## src/rtl/spi_slave_rx_tx.sv

```systemverilog
// ---------------------------------------------------------------------------
// spi_slave_rx_tx
//
// SPI mode-0 (CPOL=0, CPHA=0) target that runs entirely on the system clock.
// The master's SCLK, CS_N and MOSI are oversampled through synchronizers and
// edge-detected. Received bytes are delivered as single-cycle strobes. Reply
// bytes are accepted through a one-entry holding register.
//
// Optional feature macro: SPI_SLAVE_ECHO_EN
//   defined   : with nothing held, the byte shifted out is the most recent
//               received byte (8'h00 after reset).
//   undefined : with nothing held, the byte shifted out is DEFAULT_TX.
//
// Parameters
//   SYNC_STAGES  synchronizer depth on sclk/cs_n/mosi (>= 2)
//   DEFAULT_TX   fallback reply byte when the echo feature is disabled
//
// Ports
//   i_clk       system clock (>= 10x SCLK)
//   i_rst       asynchronous active-high reset
//   i_sclk      SPI clock from the master (idles low)
//   i_cs_n      chip select, active low
//   i_mosi      serial data from the master
//   o_miso      serial data to the master, 0 while deselected
//   i_tx_data   reply byte
//   i_tx_valid  i_tx_data is offered
//   o_tx_ready  holding register is empty
//   o_rx_data   last complete received byte
//   o_rx_valid  one-cycle strobe, o_rx_data has been updated
//   o_active    a frame is in progress
// ---------------------------------------------------------------------------
module spi_slave_rx_tx #(
  parameter int          SYNC_STAGES = 2,
  parameter logic [7:0]  DEFAULT_TX  = 8'h00
) (
  input  logic       i_clk,
  input  logic       i_rst,
  input  logic       i_sclk,
  input  logic       i_cs_n,
  input  logic       i_mosi,
  output logic       o_miso,
  input  logic [7:0] i_tx_data,
  input  logic       i_tx_valid,
  output logic       o_tx_ready,
  output logic [7:0] o_rx_data,
  output logic       o_rx_valid,
  output logic       o_active
);

  typedef enum logic {
    ST_IDLE   = 1'b0,
    ST_ACTIVE = 1'b1
  } state_t;

  // Synchronizer chains; bit 0 is the first stage.
  logic [SYNC_STAGES-1:0] r_sclk_sync;
  logic [SYNC_STAGES-1:0] r_cs_sync;
  logic [SYNC_STAGES-1:0] r_mosi_sync;
  logic                   r_sclk_d;
  logic                   r_cs_d;

  state_t     r_state;
  logic [7:0] r_tx_shift;
  logic [7:0] r_rx_shift;
  logic [2:0] r_bit_cnt;
  logic [7:0] r_hold;
  logic       r_hold_full;
  logic [7:0] r_rx_data;
  logic       r_rx_valid;

  logic       w_sclk_s;
  logic       w_cs_s;
  logic       w_mosi_s;
  logic       w_sclk_rise;
  logic       w_sclk_fall;
  logic       w_cs_fall;
  logic       w_cs_rise;
  logic       w_load;
  logic       w_accept;
  logic [7:0] w_fallback;

  // -------------------------------------------------------------------------
  // Input synchronizers plus one delay flop per edge-detected signal.
  // cs_n resets high so that reset itself never looks like a selection.
  // -------------------------------------------------------------------------
  always_ff @(posedge i_clk or posedge i_rst) begin
    if (i_rst) begin
      r_sclk_sync <= '0;
      r_cs_sync   <= '1;
      r_mosi_sync <= '0;
      r_sclk_d    <= 1'b0;
      r_cs_d      <= 1'b1;
    end else begin
      r_sclk_sync <= {r_sclk_sync[SYNC_STAGES-2:0], i_sclk};
      r_cs_sync   <= {r_cs_sync[SYNC_STAGES-2:0],   i_cs_n};
      r_mosi_sync <= {r_mosi_sync[SYNC_STAGES-2:0], i_mosi};
      r_sclk_d    <= w_sclk_s;
      r_cs_d      <= w_cs_s;
    end
  end

  assign w_sclk_s    = r_sclk_sync[SYNC_STAGES-1];
  assign w_cs_s      = r_cs_sync[SYNC_STAGES-1];
  assign w_mosi_s    = r_mosi_sync[SYNC_STAGES-1];
  assign w_sclk_rise =  w_sclk_s & ~r_sclk_d;
  assign w_sclk_fall = ~w_sclk_s &  r_sclk_d;
  assign w_cs_fall   = ~w_cs_s   &  r_cs_d;
  assign w_cs_rise   =  w_cs_s   & ~r_cs_d;

`ifdef SPI_SLAVE_ECHO_EN
  assign w_fallback = r_rx_data;
`else
  assign w_fallback = DEFAULT_TX;
`endif

  // A new reply byte is loaded at frame start and on the falling edge that
  // follows the 8th rising edge (bit_cnt has wrapped back to 0 by then).
  // In mode 0 the first edge of a frame is always a rising one, so a falling
  // edge with bit_cnt==0 can only be the end of a byte.
  assign w_load   = ((r_state == ST_IDLE) && w_cs_fall) ||
                    ((r_state == ST_ACTIVE) && !w_cs_rise && w_sclk_fall &&
                     (r_bit_cnt == 3'd0));
  assign w_accept = i_tx_valid && !r_hold_full;

  // -------------------------------------------------------------------------
  // Frame FSM with shift registers and holding register.
  // -------------------------------------------------------------------------
  always_ff @(posedge i_clk or posedge i_rst) begin
    if (i_rst) begin
      r_state     <= ST_IDLE;
      r_tx_shift  <= 8'h00;
      r_rx_shift  <= 8'h00;
      r_bit_cnt   <= 3'd0;
      r_hold      <= 8'h00;
      r_hold_full <= 1'b0;
      r_rx_data   <= 8'h00;
      r_rx_valid  <= 1'b0;
    end else begin
      r_rx_valid <= 1'b0;

      case (r_state)
        ST_IDLE: begin
          // sclk activity while deselected is ignored
          if (w_cs_fall) begin
            r_state <= ST_ACTIVE;
          end
        end
        ST_ACTIVE: begin
          if (w_cs_rise) begin
            // Abort/end of frame: partial byte and outgoing byte are dropped
            r_state    <= ST_IDLE;
            r_bit_cnt  <= 3'd0;
            r_rx_shift <= 8'h00;
            r_tx_shift <= 8'h00;
          end else begin
            if (w_sclk_rise) begin
              r_rx_shift <= {r_rx_shift[6:0], w_mosi_s};
              r_bit_cnt  <= r_bit_cnt + 3'd1;
              if (r_bit_cnt == 3'd7) begin
                r_rx_data  <= {r_rx_shift[6:0], w_mosi_s};
                r_rx_valid <= 1'b1;
              end
            end
            if (w_sclk_fall && (r_bit_cnt != 3'd0)) begin
              r_tx_shift <= {r_tx_shift[6:0], 1'b0};
            end
          end
        end
        default: r_state <= ST_IDLE;
      endcase

      // The load always sees the holding contents from before this cycle,
      // so a byte accepted in the same cycle waits for the next load.
      if (w_load) begin
        if (r_hold_full) begin
          r_tx_shift  <= r_hold;
          r_hold_full <= 1'b0;
        end else begin
          r_tx_shift  <= w_fallback;
        end
      end

      // w_accept implies the register was empty, so it never collides with
      // the emptying branch above.
      if (w_accept) begin
        r_hold      <= i_tx_data;
        r_hold_full <= 1'b1;
      end
    end
  end

  assign o_miso     = (r_state == ST_ACTIVE) & r_tx_shift[7];
  assign o_tx_ready = ~r_hold_full;
  assign o_rx_data  = r_rx_data;
  assign o_rx_valid = r_rx_valid;
  assign o_active   = (r_state == ST_ACTIVE);

endmodule

```

## config.mk

```make
export PLATFORM = sky130hd
export DESIGN_NAME = spi_slave_rx_tx
export DESIGN_NICKNAME = d
export VERILOG_FILES = /design/src/rtl/spi_slave_rx_tx.sv
export SDC_FILE = /design/constraint.sdc
export NUM_CORES = 1
export LEC_CHECK = 0
export ABC_AREA = 1
export CAP_MARGIN = 15
export CORE_MARGIN = 5
export CORE_UTILIZATION = 48
export CTS_CLUSTER_DIAMETER = 150
export DETAILED_ROUTE_END_ITERATION = 10
export HOLD_SLACK_MARGIN = 0.06
export PLACE_DENSITY_LB_ADDON = 0.12
export SKIP_CTS_REPAIR_TIMING = 1
export SYNTH_ARGS = -nofsm -noshare
export SYNTH_HDL_FRONTEND = slang
export SYNTH_SLANG_ARGS = --single-unit
```

## constraint.sdc

```tcl
create_clock -name i_clk -period 1.37 [get_ports i_clk]
set_input_delay 0.137 -clock i_clk [delete_from_list [all_inputs] [get_ports i_clk]]
set_output_delay 0.137 -clock i_clk [all_outputs]
set_load 0.01 [all_outputs]
```

==> impl_metrics.json <==
{
  "outcome": "finished, violations left",
  "failing_checks": "setup timing",
  "place.detailed.instances": 284,
  "finish.instance_area_sq_mm": 0.00280,
  "final_worst_path_period_share": 1.04,
  "final-hold-violation-count": 0,
  "worst_r2r_endpoint": "r_tx_shift[2]$_DFFE_PP0P_",
  "timing.final.crit_period_ns": 1.42,
  "remaining_drc_errors": 0,
  "drtPass1Iterations": 4,
  "cts_sinks": 45,
  "pre_cts_slack_ns": -0.0520,
  "design.portCount": 26,
  "detail-route-antenna-nets": 0,
  "ys_dominant_reg_cell": "sky130_fd_sc_hd__dfrtp_1",
  "finalSetupTns_ns": -0.348,
  "worst_path_largest_cell_delay_ns": 0.40,
  "num_antenna_cells": 0,
  "post_route_cells_drive_above_1_share": 0.345,
  "via_count": 1505,
  "largest_net_degree_at_the_start_of_global_routing": 46,
  "synth-edff-count": 0,
  "via_per_inst": 4.93,
  "synthCells": 197,
  "final_core_occ": 0.709,
  "io_buffer_count": 25,
  "tritoncts": "built",
  "cp_slowest_cell": "sky130_fd_sc_hd__dfrtp_1",
  "global_route.usage.total": 0.155,
  "antenna_found_initial": 0,
  "crit_path_max_fo": 8,
  "synthesis.yosys.warnings": 0,
  "drt-wirelength-per-cell_microns": 13.3,
  "synth.yosys.seq_area_share": 0.589,
  "dieHeight_microns": 73.2,
  "power.density_mw_per_mm2": 1500,
  "sequential_group_share_of_total_power": 0.432,
  "synth_top_cells_by_area": "sky130_fd_sc_hd__dfrtp_1, sky130_fd_sc_hd__nand2_1, sky130_fd_sc_hd__inv_1, sky130_fd_sc_hd__mux2_2, sky130_fd_sc_hd__dfstp_2",
  "ys_async_sr_fraction": 1.00,
  "grt.overflow.total": 0,
  "synth.top_cells.by_count": "sky130_fd_sc_hd__nand2_1, sky130_fd_sc_hd__dfrtp_1, sky130_fd_sc_hd__inv_1",
  "ys_seq_elements": 45,
  "maxCapViolations": 0,
  "hold_path_class": "input port to asynchronous set/reset pin",
  "clockPowerShare": 0.239,
  "clk-insertion-delay-late_ns": 0.29,
  "layout_setup_ws_ns": -0.0542,
  "cp-end-kind": "register",
  "instance_area_at_placement_sq_mm": 0.00236,
  "htree_levels": 2,
  "clk_pin_slew_worst_paths_ns": 0.08,
  "fmax_mhz": 702,
  "cts-buffers-inserted": 5,
  "timing.rr.start": "r_bit_cnt[0]$_DFFE_PP0P_",
  "post_layout_total_power_mw": 4.19,
  "weighted_congestion_reported_at_the_end_of_routability_driven_placement": 0.818,
  "grt_pass1_vias": 1485,
  "cpLargestDelayFamily": "simple AND/OR/NAND/NOR gates",
  "yosysMostFrequentCell": "sky130_fd_sc_hd__nand2_1",
  "power.ir.vdd_worst_mv": 0.881,
  "synth_top_area_cell": "sky130_fd_sc_hd__dfrtp_1",
  "synth.cell_area_sq_mm": 0.00192,
  "switchingPower_mw": 1.30,
  "ff2ff_setup_slack_ns": -0.05,
  "cts_root_buffer": "sky130_fd_sc_hd__clkbuf_8",
  "route.final.wire_length_microns": 4060,
  "critical_path_required_ns": 1.55,
  "starting_utilization_of_the_core_area": 0.487,
  "worst-setup-path-type": "register to register",
  "unrepaired_setup_endpoints_after_global_routing": "yes",
  "fp-row-count": 23,
  "power_switching_share": 0.311,
  "setup_violations": 9,
  "grt_pass1_wl_microns": 6320,
  "post-synth-top-area-fraction": 0.548,
  "nets": 271,
  "fin_hold_ws_ns": 0.197,
  "setup_skew_after_layout_ns": 0.00726,
  "syn_nets": 214,
  "worst_pin_slew_ns": 0.352,
  "power.static_leakage_nw": 1.51,
  "fp.dieW_microns": 73.2,
  "clock_tree.buffer_depth": 2,
  "fp.dieArea_sq_mm": 0.00536,
  "path_buf_inv": 3,
  "critical_path_cell_sequence": "inv_2 > ha_4 > inv_2 > nor2_4 > nand2_2 > nand2_4 > nand2_8 > nand2_8 > inv_8 > nand2_1 > nand2_1",
  "area_growth_pct": 45.6,
  "drv_slew": 0,
  "drt_first_iter_violations": 33,
  "dp_hpwl_microns": 2670,
  "reg2regPathDepth": 11,
  "netlist-cell-type-count": 22,
  "finish.cell_count_without_fillers": 305,
  "max_slew_margin": 0.765,
  "average_size_of_a_mapped_cell_sq_um": 9.74,
  "floorplan.core_area_sq_mm": 0.00394,
  "comb_power_share": 0.329,
  "timing.critical_path.arrival_ns": 1.61,
  "cell_internal_pwr_mw": 2.88,
  "setup.worst_path.start_class": "register"
}
area by class of cell:
type	count	area [sq um]
fill	293	1150
sequential	45	1130
multi-input combinational	122	835
timing repair buffer	51	532
inverter	29	119
clock buffer	7	86.3
tap	50	62.6
clock inverter	1	30.0
worst reg2reg max path: cells and delay by family, from the launching register on:
| family | cells | cell delay [ns] |
|---|---|---|
| AND/OR/NAND/NOR | 7 | 0.61 |
| flip-flops | 1 | 0.40 |
| buffers and inverters | 3 | 0.18 |
| adder cells (fa/ha/maj) | 1 | 0.14 |
registers in the layout (all words and copies together) (netlist names):
signal	cells
o_rx_data	8
o_active	1
r_mosi_sync	2
r_hold	8
r_bit_cnt	3
r_tx_shift	8
r_rx_shift	7
r_sclk_d	1
r_sclk_sync	2
o_rx_valid	1
r_hold_full	1
r_cs_sync	2
r_cs_d	1
worst max path at each step:
stage	start	end	depth (start not counted)
after detailed placement	r_bit_cnt[0]$_DFFE_PP0P_	r_tx_shift[6]$_DFFE_PP0P_	11
final	r_bit_cnt[0]$_DFFE_PP0P_	r_tx_shift[2]$_DFFE_PP0P_	11
after global placement	r_bit_cnt[0]$_DFFE_PP0P_	r_tx_shift[4]$_DFFE_PP0P_	11
after global routing	r_bit_cnt[0]$_DFFE_PP0P_	r_tx_shift[0]$_DFFE_PP0P_	11
after CTS	o_active$_DFF_PP0_	o_miso	3
after floorplan	r_cs_d$_DFF_PP1_	r_tx_shift[1]$_DFFE_PP0P_	9
power groups by stage:
stage | logic, mW | clock network, mW | registers (mW)
2_1_floorplan | 0.713 | 0 | 1.76
3_3_place_gp | 1.03 | 0 | 1.82
3_5_place_dp | 1.06 | 0 | 1.82
4_1_cts | 1.06 | 1.04 | 1.80
5_1_grt | 1.55 | 1.09 | 1.84
6_report | 1.38 | 1.00 | 1.81
cell usage in the layout (no fill, tap or decap), types with 2 or more instances in the layout:
cell                              synthesis  final
sky130_fd_sc_hd__dfstp_2                  3      3
sky130_fd_sc_hd__nand2_2                  0      5
sky130_fd_sc_hd__clkbuf_8                 0      6
sky130_fd_sc_hd__dfrtp_1                 42     41
sky130_fd_sc_hd__buf_4                    1     19
sky130_fd_sc_hd__ha_4                     0      3
sky130_fd_sc_hd__nand3_2                  0      5
sky130_fd_sc_hd__nand2_4                  5      5
sky130_fd_sc_hd__nor2_2                   1      3
sky130_fd_sc_hd__nand2_8                  0      2
sky130_fd_sc_hd__inv_1                   24     20
sky130_fd_sc_hd__inv_2                    4      7
sky130_fd_sc_hd__clkdlybuf4s50_1          0     15
sky130_fd_sc_hd__nand2_1                 58     52
sky130_fd_sc_hd__dlymetal6s2s_1           0     10
sky130_fd_sc_hd__nor2_1                  11      5
sky130_fd_sc_hd__buf_12                   0      4
sky130_fd_sc_hd__o22ai_1                  4      4
sky130_fd_sc_hd__o21ai_0                  9      8
sky130_fd_sc_hd__buf_6                    0      3
sky130_fd_sc_hd__o21ai_1                  3      4
sky130_fd_sc_hd__nor2_4                   0      4
sky130_fd_sc_hd__a21oi_2                  1      4
sky130_fd_sc_hd__nand3_1                 10      5
sky130_fd_sc_hd__mux2_2                   8      8
routing by layer:
| metal | part of all wire | vias up | wire [microns] | global-route usage |
|---|---|---|---|---|
| li1 | - | 738 | - | - |
| met1 | 0.42 | 714 | 1710 | 0.178 |
| met2 | 0.50 | 44 | 2010 | 0.263 |
| met3 | 0.057 | 9 | 230 | 0.0455 |
| met4 | 0.028 | 0 | 114 | 0.0738 |
| met5 | 0 | - | 0 | 0 |
cell families after synthesis:
kind of cell,count (synthesis),share of synthesized area
DFF,45,0.589
and+or+nand+nor,88,0.218
AOI/OAI and AO/OA,22,0.0619
buffers and inverters,31,0.0645
muxes,8,0.0469
adders and majority gates,3,0.0196
No activity file was read; power rests on OpenSTA's default activity.
